File: config.mk
export PLATFORM = sky130hd
export DESIGN_NAME = sys_ctrl
export DESIGN_NICKNAME = d
export VERILOG_FILES = /design/src/rtl/sys_ctrl.sv
export SDC_FILE = /design/constraint.sdc
export NUM_CORES = 1
export LEC_CHECK = 0
export CORE_MARGIN = 8
export CORE_UTILIZATION = 50
export CTS_BUF_LIST = sky130_fd_sc_hd__clkbuf_2
export CTS_CLUSTER_DIAMETER = 80
export DETAILED_ROUTE_END_ITERATION = 12
export GPL_ROUTABILITY_DRIVEN = 0
export HOLD_SLACK_MARGIN = 0.12
export PLACE_DENSITY = 0.83
export SYNTH_ARGS = -nofsm -noshare
export SYNTH_HDL_FRONTEND = slang
export SYNTH_SLANG_ARGS = --single-unit
File: constraint.sdc
create_clock -name CLK -period 2.1 [get_ports CLK]
set_clock_uncertainty 0.05 [all_clocks]
set_input_delay 0.42 -clock CLK [delete_from_list [all_inputs] [get_ports CLK]]
set_output_delay 0.42 -clock CLK [all_outputs]
set_load 0.02 [all_outputs]
File: src/rtl/sys_ctrl.sv
// sys_ctrl: command sequencer between the UART RX byte stream and the
// register file, ALU and TX FIFO (REF_CLK domain).
//
// Frames:  AA addr data        register write
//          BB addr             register read, one response byte
//          CC opA opB fun      write operands to addr 0/1, run ALU, two bytes
//          DD fun              run ALU on stored operands, two bytes
//
// Ports:
//   CLK, RST                       clock, synchronous active-high reset
//   RX_P_DATA/RX_D_VLD             received byte and its one-cycle valid
//   RF_RD_DATA/RF_RD_VLD           register-file read response
//   ALU_OUT/ALU_OUT_VLD            ALU result and its valid pulse
//   FIFO_FULL                      TX FIFO full (push withheld while high)
//   RF_ADDR/RF_WR_EN/RF_RD_EN/RF_WR_DATA   register-file access
//   ALU_EN/ALU_FUN/CLK_GATE_EN     ALU control and clock-gate enable
//   TX_P_DATA/TX_D_VLD             TX FIFO push
//   CMD_ERR                        unknown-command pulse
//
// Build option: define SYS_CTRL_ERR_RESP_EN to answer unknown command bytes
// with a CMD_ERR pulse and a 0xEE response byte. Without it such bytes are
// ignored and CMD_ERR is tied low.
//
// state     | meaning
// ----------+-----------------------------------------------
// IDLE      | waiting for a command byte
// WR_ADDR   | waiting for write address
// WR_DATA   | waiting for write data
// RD_ADDR   | waiting for read address
// RD_WAIT   | read strobe issued, waiting for RF_RD_VLD
// ALU_A     | waiting for operand A (written to address 0)
// ALU_B     | waiting for operand B (written to address 1)
// ALU_FUN   | waiting for function code, ALU clock ungated
// ALU_WAIT  | ALU enabled, waiting for ALU_OUT_VLD
// TX_B0     | pushing response byte 0 (LSB)
// TX_B1     | pushing response byte 1 (MSB)

module sys_ctrl #(
   parameter int DATA_WIDTH = 8,
   parameter int ADDR_WIDTH = 4,
   parameter int FUN_WIDTH  = 4
) (
   input  logic                    CLK,
   input  logic                    RST,
   input  logic [DATA_WIDTH-1:0]   RX_P_DATA,
   input  logic                    RX_D_VLD,
   input  logic [DATA_WIDTH-1:0]   RF_RD_DATA,
   input  logic                    RF_RD_VLD,
   input  logic [2*DATA_WIDTH-1:0] ALU_OUT,
   input  logic                    ALU_OUT_VLD,
   input  logic                    FIFO_FULL,
   output logic [ADDR_WIDTH-1:0]   RF_ADDR,
   output logic                    RF_WR_EN,
   output logic                    RF_RD_EN,
   output logic [DATA_WIDTH-1:0]   RF_WR_DATA,
   output logic                    ALU_EN,
   output logic [FUN_WIDTH-1:0]    ALU_FUN,
   output logic                    CLK_GATE_EN,
   output logic [DATA_WIDTH-1:0]   TX_P_DATA,
   output logic                    TX_D_VLD,
   output logic                    CMD_ERR
);

   localparam logic [DATA_WIDTH-1:0] CMD_WR     = DATA_WIDTH'('hAA);
   localparam logic [DATA_WIDTH-1:0] CMD_RD     = DATA_WIDTH'('hBB);
   localparam logic [DATA_WIDTH-1:0] CMD_ALU_OP = DATA_WIDTH'('hCC);
   localparam logic [DATA_WIDTH-1:0] CMD_ALU_NO = DATA_WIDTH'('hDD);

   typedef enum logic [3:0] {
      S_IDLE, S_WR_ADDR, S_WR_DATA, S_RD_ADDR, S_RD_WAIT,
      S_ALU_A, S_ALU_B, S_ALU_FUN, S_ALU_WAIT, S_TX_B0, S_TX_B1
   } state_t;

   state_t                  state_q, state_d;
   logic [ADDR_WIDTH-1:0]   rf_addr_q, rf_addr_d;
   logic                    rf_wr_en_q, rf_wr_en_d;
   logic                    rf_rd_en_q, rf_rd_en_d;
   logic [DATA_WIDTH-1:0]   rf_wr_data_q, rf_wr_data_d;
   logic                    alu_en_q, alu_en_d;
   logic [FUN_WIDTH-1:0]    alu_fun_q, alu_fun_d;
   logic                    clk_gate_q, clk_gate_d;
   logic [DATA_WIDTH-1:0]   tx_data_q, tx_data_d;
   logic                    tx_vld_q, tx_vld_d;
   logic [2*DATA_WIDTH-1:0] resp_q, resp_d;
   logic                    two_byte_q, two_byte_d;
   logic                    cmd_err_q, cmd_err_d;

   always_comb begin
      state_d      = state_q;
      rf_addr_d    = rf_addr_q;
      rf_wr_en_d   = 1'b0;
      rf_rd_en_d   = 1'b0;
      rf_wr_data_d = rf_wr_data_q;
      alu_en_d     = alu_en_q;
      alu_fun_d    = alu_fun_q;
      clk_gate_d   = clk_gate_q;
      tx_data_d    = tx_data_q;
      tx_vld_d     = 1'b0;
      resp_d       = resp_q;
      two_byte_d   = two_byte_q;
      cmd_err_d    = 1'b0;

      unique case (state_q)
         S_IDLE: if (RX_D_VLD) begin
            if (RX_P_DATA == CMD_WR) begin
               state_d = S_WR_ADDR;
            end else if (RX_P_DATA == CMD_RD) begin
               state_d = S_RD_ADDR;
            end else if (RX_P_DATA == CMD_ALU_OP) begin
               state_d = S_ALU_A;
            end else if (RX_P_DATA == CMD_ALU_NO) begin
               state_d    = S_ALU_FUN;
               clk_gate_d = 1'b1;
            end else begin
`ifdef SYS_CTRL_ERR_RESP_EN
               cmd_err_d  = 1'b1;
               resp_d     = (2*DATA_WIDTH)'('hEE);
               two_byte_d = 1'b0;
               state_d    = S_TX_B0;
`endif
            end
         end
         S_WR_ADDR: if (RX_D_VLD) begin
            rf_addr_d = RX_P_DATA[ADDR_WIDTH-1:0];
            state_d   = S_WR_DATA;
         end
         S_WR_DATA: if (RX_D_VLD) begin
            rf_wr_data_d = RX_P_DATA;
            rf_wr_en_d   = 1'b1;
            state_d      = S_IDLE;
         end
         S_RD_ADDR: if (RX_D_VLD) begin
            rf_addr_d  = RX_P_DATA[ADDR_WIDTH-1:0];
            rf_rd_en_d = 1'b1;
            state_d    = S_RD_WAIT;
         end
         S_RD_WAIT: if (RF_RD_VLD) begin
            resp_d     = {{DATA_WIDTH{1'b0}}, RF_RD_DATA};
            two_byte_d = 1'b0;
            state_d    = S_TX_B0;
         end
         S_ALU_A: if (RX_D_VLD) begin
            rf_addr_d    = '0;
            rf_wr_data_d = RX_P_DATA;
            rf_wr_en_d   = 1'b1;
            state_d      = S_ALU_B;
         end
         S_ALU_B: if (RX_D_VLD) begin
            rf_addr_d    = ADDR_WIDTH'(1);
            rf_wr_data_d = RX_P_DATA;
            rf_wr_en_d   = 1'b1;
            clk_gate_d   = 1'b1;
            state_d      = S_ALU_FUN;
         end
         S_ALU_FUN: if (RX_D_VLD) begin
            alu_fun_d = RX_P_DATA[FUN_WIDTH-1:0];
            alu_en_d  = 1'b1;
            state_d   = S_ALU_WAIT;
         end
         S_ALU_WAIT: if (ALU_OUT_VLD) begin
            resp_d     = ALU_OUT;
            two_byte_d = 1'b1;
            alu_en_d   = 1'b0;
            clk_gate_d = 1'b0;
            state_d    = S_TX_B0;
         end
         S_TX_B0: begin
            tx_data_d = resp_q[DATA_WIDTH-1:0];
            if (!FIFO_FULL) begin
               tx_vld_d = 1'b1;
               state_d  = two_byte_q ? S_TX_B1 : S_IDLE;
            end
         end
         S_TX_B1: begin
            tx_data_d = resp_q[2*DATA_WIDTH-1:DATA_WIDTH];
            if (!FIFO_FULL) begin
               tx_vld_d = 1'b1;
               state_d  = S_IDLE;
            end
         end
         default: state_d = S_IDLE;
      endcase
   end

   always_ff @(posedge CLK) begin
      if (RST) begin
         state_q      <= S_IDLE;
         rf_addr_q    <= '0;
         rf_wr_en_q   <= 1'b0;
         rf_rd_en_q   <= 1'b0;
         rf_wr_data_q <= '0;
         alu_en_q     <= 1'b0;
         alu_fun_q    <= '0;
         clk_gate_q   <= 1'b0;
         tx_data_q    <= '0;
         tx_vld_q     <= 1'b0;
         resp_q       <= '0;
         two_byte_q   <= 1'b0;
         cmd_err_q    <= 1'b0;
      end else begin
         state_q      <= state_d;
         rf_addr_q    <= rf_addr_d;
         rf_wr_en_q   <= rf_wr_en_d;
         rf_rd_en_q   <= rf_rd_en_d;
         rf_wr_data_q <= rf_wr_data_d;
         alu_en_q     <= alu_en_d;
         alu_fun_q    <= alu_fun_d;
         clk_gate_q   <= clk_gate_d;
         tx_data_q    <= tx_data_d;
         tx_vld_q     <= tx_vld_d;
         resp_q       <= resp_d;
         two_byte_q   <= two_byte_d;
         cmd_err_q    <= cmd_err_d;
      end
   end

   assign RF_ADDR     = rf_addr_q;
   assign RF_WR_EN    = rf_wr_en_q;
   assign RF_RD_EN    = rf_rd_en_q;
   assign RF_WR_DATA  = rf_wr_data_q;
   assign ALU_FUN     = alu_fun_q;
   assign TX_P_DATA   = tx_data_q;
   assign TX_D_VLD    = tx_vld_q;
   assign CMD_ERR     = cmd_err_q;
   // The ALU and its clock are shut off as soon as RST is seen rather than
   // waiting for the reset edge, so an aborted operation never runs on.
   assign ALU_EN      = alu_en_q & ~RST;
   assign CLK_GATE_EN = clk_gate_q & ~RST;

endmodule

# Word-level counts from Yosys, hierarchy flattened
# Index checks and enable logic that the tools add are counted.
totals:
  ff_bits: 50
classes:
  reduce_logical: 19
  bitwise_logic: 6
  eq_ne: 31
  muxes: 38
op_table:
  columns: ["cell", "n"]
  rows:
  - ["4-bit 2-to-1 mux", 18]
  - ["4-bit case mux with 11 select lines", 1]
  - ["8-bit == test, second input constant", 4]
  - ["16-bit 2-to-1 mux", 2]
  - ["16-bit case mux with 2 select lines", 1]
  - ["2-bit != test, second input constant", 15]
  - ["4-bit by 3-bit == test with 1-bit output, second input constant", 4]
  - ["8-bit case mux with 2 select lines", 1]
  - ["4-bit == test, second input constant", 3]
  - ["4-bit case mux with 3 select lines", 1]
  - ["12-bit AND reduction", 1]
  - ["1-bit 2-to-1 mux", 11]
  - ["2-bit OR reduction", 5]
  - ["4-bit by 2-bit == test with 1-bit output, second input constant", 2]
  - ["8-bit AND reduction", 1]
  - ["3-bit AND reduction", 2]
  - ["2-bit nonzero test", 3]
  - ["3-bit nonzero test", 2]
  - ["5-bit != test, second input constant", 1]
  - ["4-bit by 1-bit == test with 1-bit output, second input constant", 1]
  - ["4-bit logical NOT", 1]
  - ["1-bit inverter", 4]
  - ["1-bit case mux with 2 select lines", 2]
  - ["2-bit AND reduction", 2]
  - ["other kinds (5)", 6]

# Depth between registers and ports, before layout
depth:
  word_depth: 7
  mapped_depth: 8

# Worst setup path after synthesis
# No wires, ideal clock.
synth_timing:
  kind: "input -> register"
  start: "in RX_P_DATA[6]"
  end: "reg state_q[0]"
  t_required_ns: 1.980
  stages: 5
  setup_time_ns: 0.070
  arrival_time_ns: 1.575
  slack_ns: 0.406
  path_cell_list: "and4bb_4 > o211a_4 > o211ai_4 > or4_1 > a21oi_1"
synth_via:
  elab_chain_cells: 6
  word_cells_on_any_way: 11
  classes_between: "5 x eq/ne; 5 x mux; 1 x reduce/logical"
synth_rtl:
  columns: ["element", "line_no", "source"]
  rows:
  - ["start, declared", "45", "input logic [DATA_WIDTH-1:0] RX_P_DATA,"]
  - ["8-bit == test", "109", "end else if (RX_P_DATA == CMD_ALU_OP) begin"]
  - ["4-bit 2-to-1 mux", "109", null]
  - ["4-bit 2-to-1 mux", "107", "end else if (RX_P_DATA == CMD_RD) begin"]
  - ["4-bit 2-to-1 mux", "105", "if (RX_P_DATA == CMD_WR) begin"]
  - ["4-bit 2-to-1 mux", "104", "S_IDLE: if (RX_D_VLD) begin"]
  - ["4-bit case mux with 11 select lines", "103", "unique case (state_q)"]
  - ["end signal, assigned", "201", "state_q <= state_d;"]
  - ["end, declared", "74", "state_t state_q, state_d;"]
# Parallel ways exist; a longest one is shown, timed or not. The select of a mux whose other input is x is not followed.
# A chain may end at the register's enable or synchronous reset.

# Worst setup path in the final report
layout_timing:
  start: "reg rf_addr_q[2], in the netlist RF_ADDR[2]"
  end: "out RF_ADDR[2]"
layout_lines:
  columns: ["element", "line_no", "source"]
  rows:
  - ["start, declared", "75", "logic [ADDR_WIDTH-1:0] rf_addr_q, rf_addr_d;"]
  - ["start signal, assigned", "202", "rf_addr_q <= rf_addr_d;"]
  - ["end, declared", "52", "output logic [ADDR_WIDTH-1:0] RF_ADDR,"]
# No word-level cell between the ends.

==> flow_summary.ini <==
[sta]
post-route-period-util = 0.9172
finalHoldViolCount = 0
max_freq_ghz = 0.5192
tightest_slew_ns = 0.6043
finalCriticalPeriod_ns = 1.926
rsz0062_at_grt = false
tns_ns = 0
slew_headroom = 0.5944
finalMaxSlewViolations = 0
setup_viol_count_final = 0

[power]
pwr-share-seq = 0.414
p_leak_nw = 1.192
powerDensity_nw_per_um2 = 847.7
max-vdd-ir-drop_uv = 605.8
p_sw_w = 0.0009988
p_int_w = 0.001815
switching_share = 0.3549
combinationalPowerShare = 0.398
p_clk_frac = 0.188

[detailed_routing]
wire_per_inst_um = 15.87
wirelength_mm = 6.444
avgViaCountPerCell = 5.419
first_pass_iters = 4
drtAntennaViolNets = 0
via_count = 2200
route.detailed.drc = 0
drtIter0Drc = 194

[floorplan]
die_y_um = 86.59
io_pins = 68
initial_core_util = 0.5239
fp.dieW_um = 86.59
fp.coreArea_um2 = 4755
dieArea_um2 = 7497
row_count = 25

[synth]
synthTopCellsByArea = dfxtp_1, mux2i_1, nor2_1
synth-seq-cells = 50
synth_area_um2 = 2491
yosysTopAreaCellShare = 0.4018
yosys-top-cells-count = dfxtp_1, nor2_1, mux2i_1, a21oi_1
yosysMostFrequentCell = dfxtp_1
synth-edff-count = 0
synth-async-reset-ratio = 0
ys.warnings.count = 0
synthFlopType = dfxtp_1
yosysTopAreaCell = dfxtp_1
synth_cell_types = 60
synth_area_per_cell_um2 = 9.436
synth_fp_nets = 302
netlist_instances = 264
ys_seq_area_frac = 0.4018

[worst_setup_path]
crit_fanout = 2
crit_family = buffers and inverters
r2r_slack_ns = 0.23
crit_path_end_kind = output pin
crit_type = reg -> out
arrival_ns = 1.46
regToRegEndpoint = resp_q[5]
rr_worst_depth = 5
max_stage_delay_ns = 0.61
rr_startpoint = state_q[0]
cp.required_ns = 1.63
slowest_stage = clkdlybuf4s50_1
crit_chain = clkdlybuf4s50_1
worst_setup_path_start_kind = flop
crit_buf_inv = 1

[min_path]
hold_path.class = in -> reg
hp-start = RST
whs_path_depth = 3
min_to = RF_ADDR[2]

[clock_tree]
cts_setup_buffers = 0
numCtsBuffers = 5
cts.sinks = 50
clockRootBuffer = clkbuf_2
path_clk_slew_ns = 0.27
cts.htree.levels = 2
holdBufCountCts = 0
clk_latency_ns = 0.41
tritoncts = built
cts.path.max_buffers = 2

[placement]
port_buffers = 66
hpwl_mm = 4.835
place_area_um2 = 3237

[finish]
area_growth_pct = 33.25
seqCellArea_um2 = 1001
multiInputGateArea_um2 = 1328
diodes = 0
nets = 376
drive_gt1_frac = 0.1799
fillerInstances = 387
final_area_um2 = 3319

[global_routing]
grt.overflow.total = 0
grt_max_degree = 29
grt_pass1_vias = 2219
antenna_found_initial = 0
track_usage = 0.1729
grt_pass1_wl_mm = 10.54

[status]
status = complete, no violations

[flow_run]
cap_viol_max_count = 0
[kinds of logic after synthesis]
logic type / count (synthesis) / synth area share
XOR/XNOR: 4 / 0.01708
AO/OA/AOI/OAI: 60 / 0.1863
multiplexers: 29 / 0.1170
buffers and inverters: 24 / 0.07332
flip-flops: 50 / 0.4018
other: 1 / 0.001505
AND/OR/NAND/NOR: 96 / 0.2029
[worst max-delay path by stage]
stage / start / slack, ns / endpoint / cells after the start
final: RF_ADDR[2] / 0.17 / RF_ADDR[2] / 1
after floorplan: RX_P_DATA[6] / 0.41 / state_q[0] / 5
after global placement: RF_RD_VLD / -0.49 / resp_q[3] / 6
after CTS: alu_en_q / 0.03 / ALU_EN / 2
after global routing: state_q[0] / 0.04 / state_q[3] / 7
after detailed placement: RF_RD_VLD / -0.65 / resp_q[7] / 6
[metrics by stage]
step	instances	total power, W	hold WS [ns]	worst slack [ns]	util
after global routing	406	0.002991	0.3711	0.03864	0.6982
after global placement	398	0.002249	0.4125	-0.4886	0.6808
final	406	0.002814	0.4049	0.1739	0.6982
after detailed placement	398	0.002280	0.4201	-0.6507	0.6808
after CTS	406	0.002815	0.3907	0.03339	0.6966
after floorplan	264	0.001957	0.3985	0.4055	-
[cells in the final DEF, fill, tap and decap left out, types with 2 or more instances in the layout]
cell type and count:
a211oi_2 8, nand2_1 7, a22oi_1 8, inv_2 2
o21ai_0 5, nor2b_1 6, nand2b_1 3, mux2i_1 28
a21oi_1 20, a31oi_1 2, a21boi_0 2, nand3b_1 2
nor3_1 4, clkdlybuf4s50_1 63, o22ai_1 2, xor2_1 2
nor2_1 48, buf_4 22, or2_1 2, clkbuf_2 5
nor2_2 3, dfxtp_1 50, nand3_1 4, nor4_2 2
[area by class of cell]
type                    count  share of cell area
flip-flops and latches     50              0.3015
repair buffers             88              0.2476
well taps                  67             0.02525
multi-input cells         190              0.3999
inverters                   3            0.003392
clock buffers               5            0.007539
clock inverters             3             0.01470
[layer usage]
layer,up-vias,global-route usage,part of all wire
li1,1079,-,-
met1,1044,0.2201,0.44
met2,68,0.2785,0.48
met3,9,0.04631,0.067
met4,0,0.04851,0.013
met5,-,0,0
[flip-flops by register name, indices dropped and copies added, names as in the netlist, 4 cells and up]
signal / count
state_q: 4
TX_P_DATA: 8
RF_ADDR: 4
ALU_FUN: 4
RF_WR_DATA: 8
resp_q: 16
[power groups by stage]
stage	clock network, W	registers, W	logic (W)
floorplan	0	0.00120	0.000758
global placement	0	0.00117	0.00107
detailed placement	0	0.00118	0.00110
CTS	0.000545	0.00116	0.00111
global route	0.000585	0.00118	0.00123
finish	0.000529	0.00116	0.00112
[what timing repair did]
| item | in CTS | in global routing |
|---|---|---|
| setup endpoints to repair | 9 | 6 |
| cloned | 0 | 0 |
| resized for setup | 2 | 2 |
No activity file was read; power rests on OpenSTA's default activity.
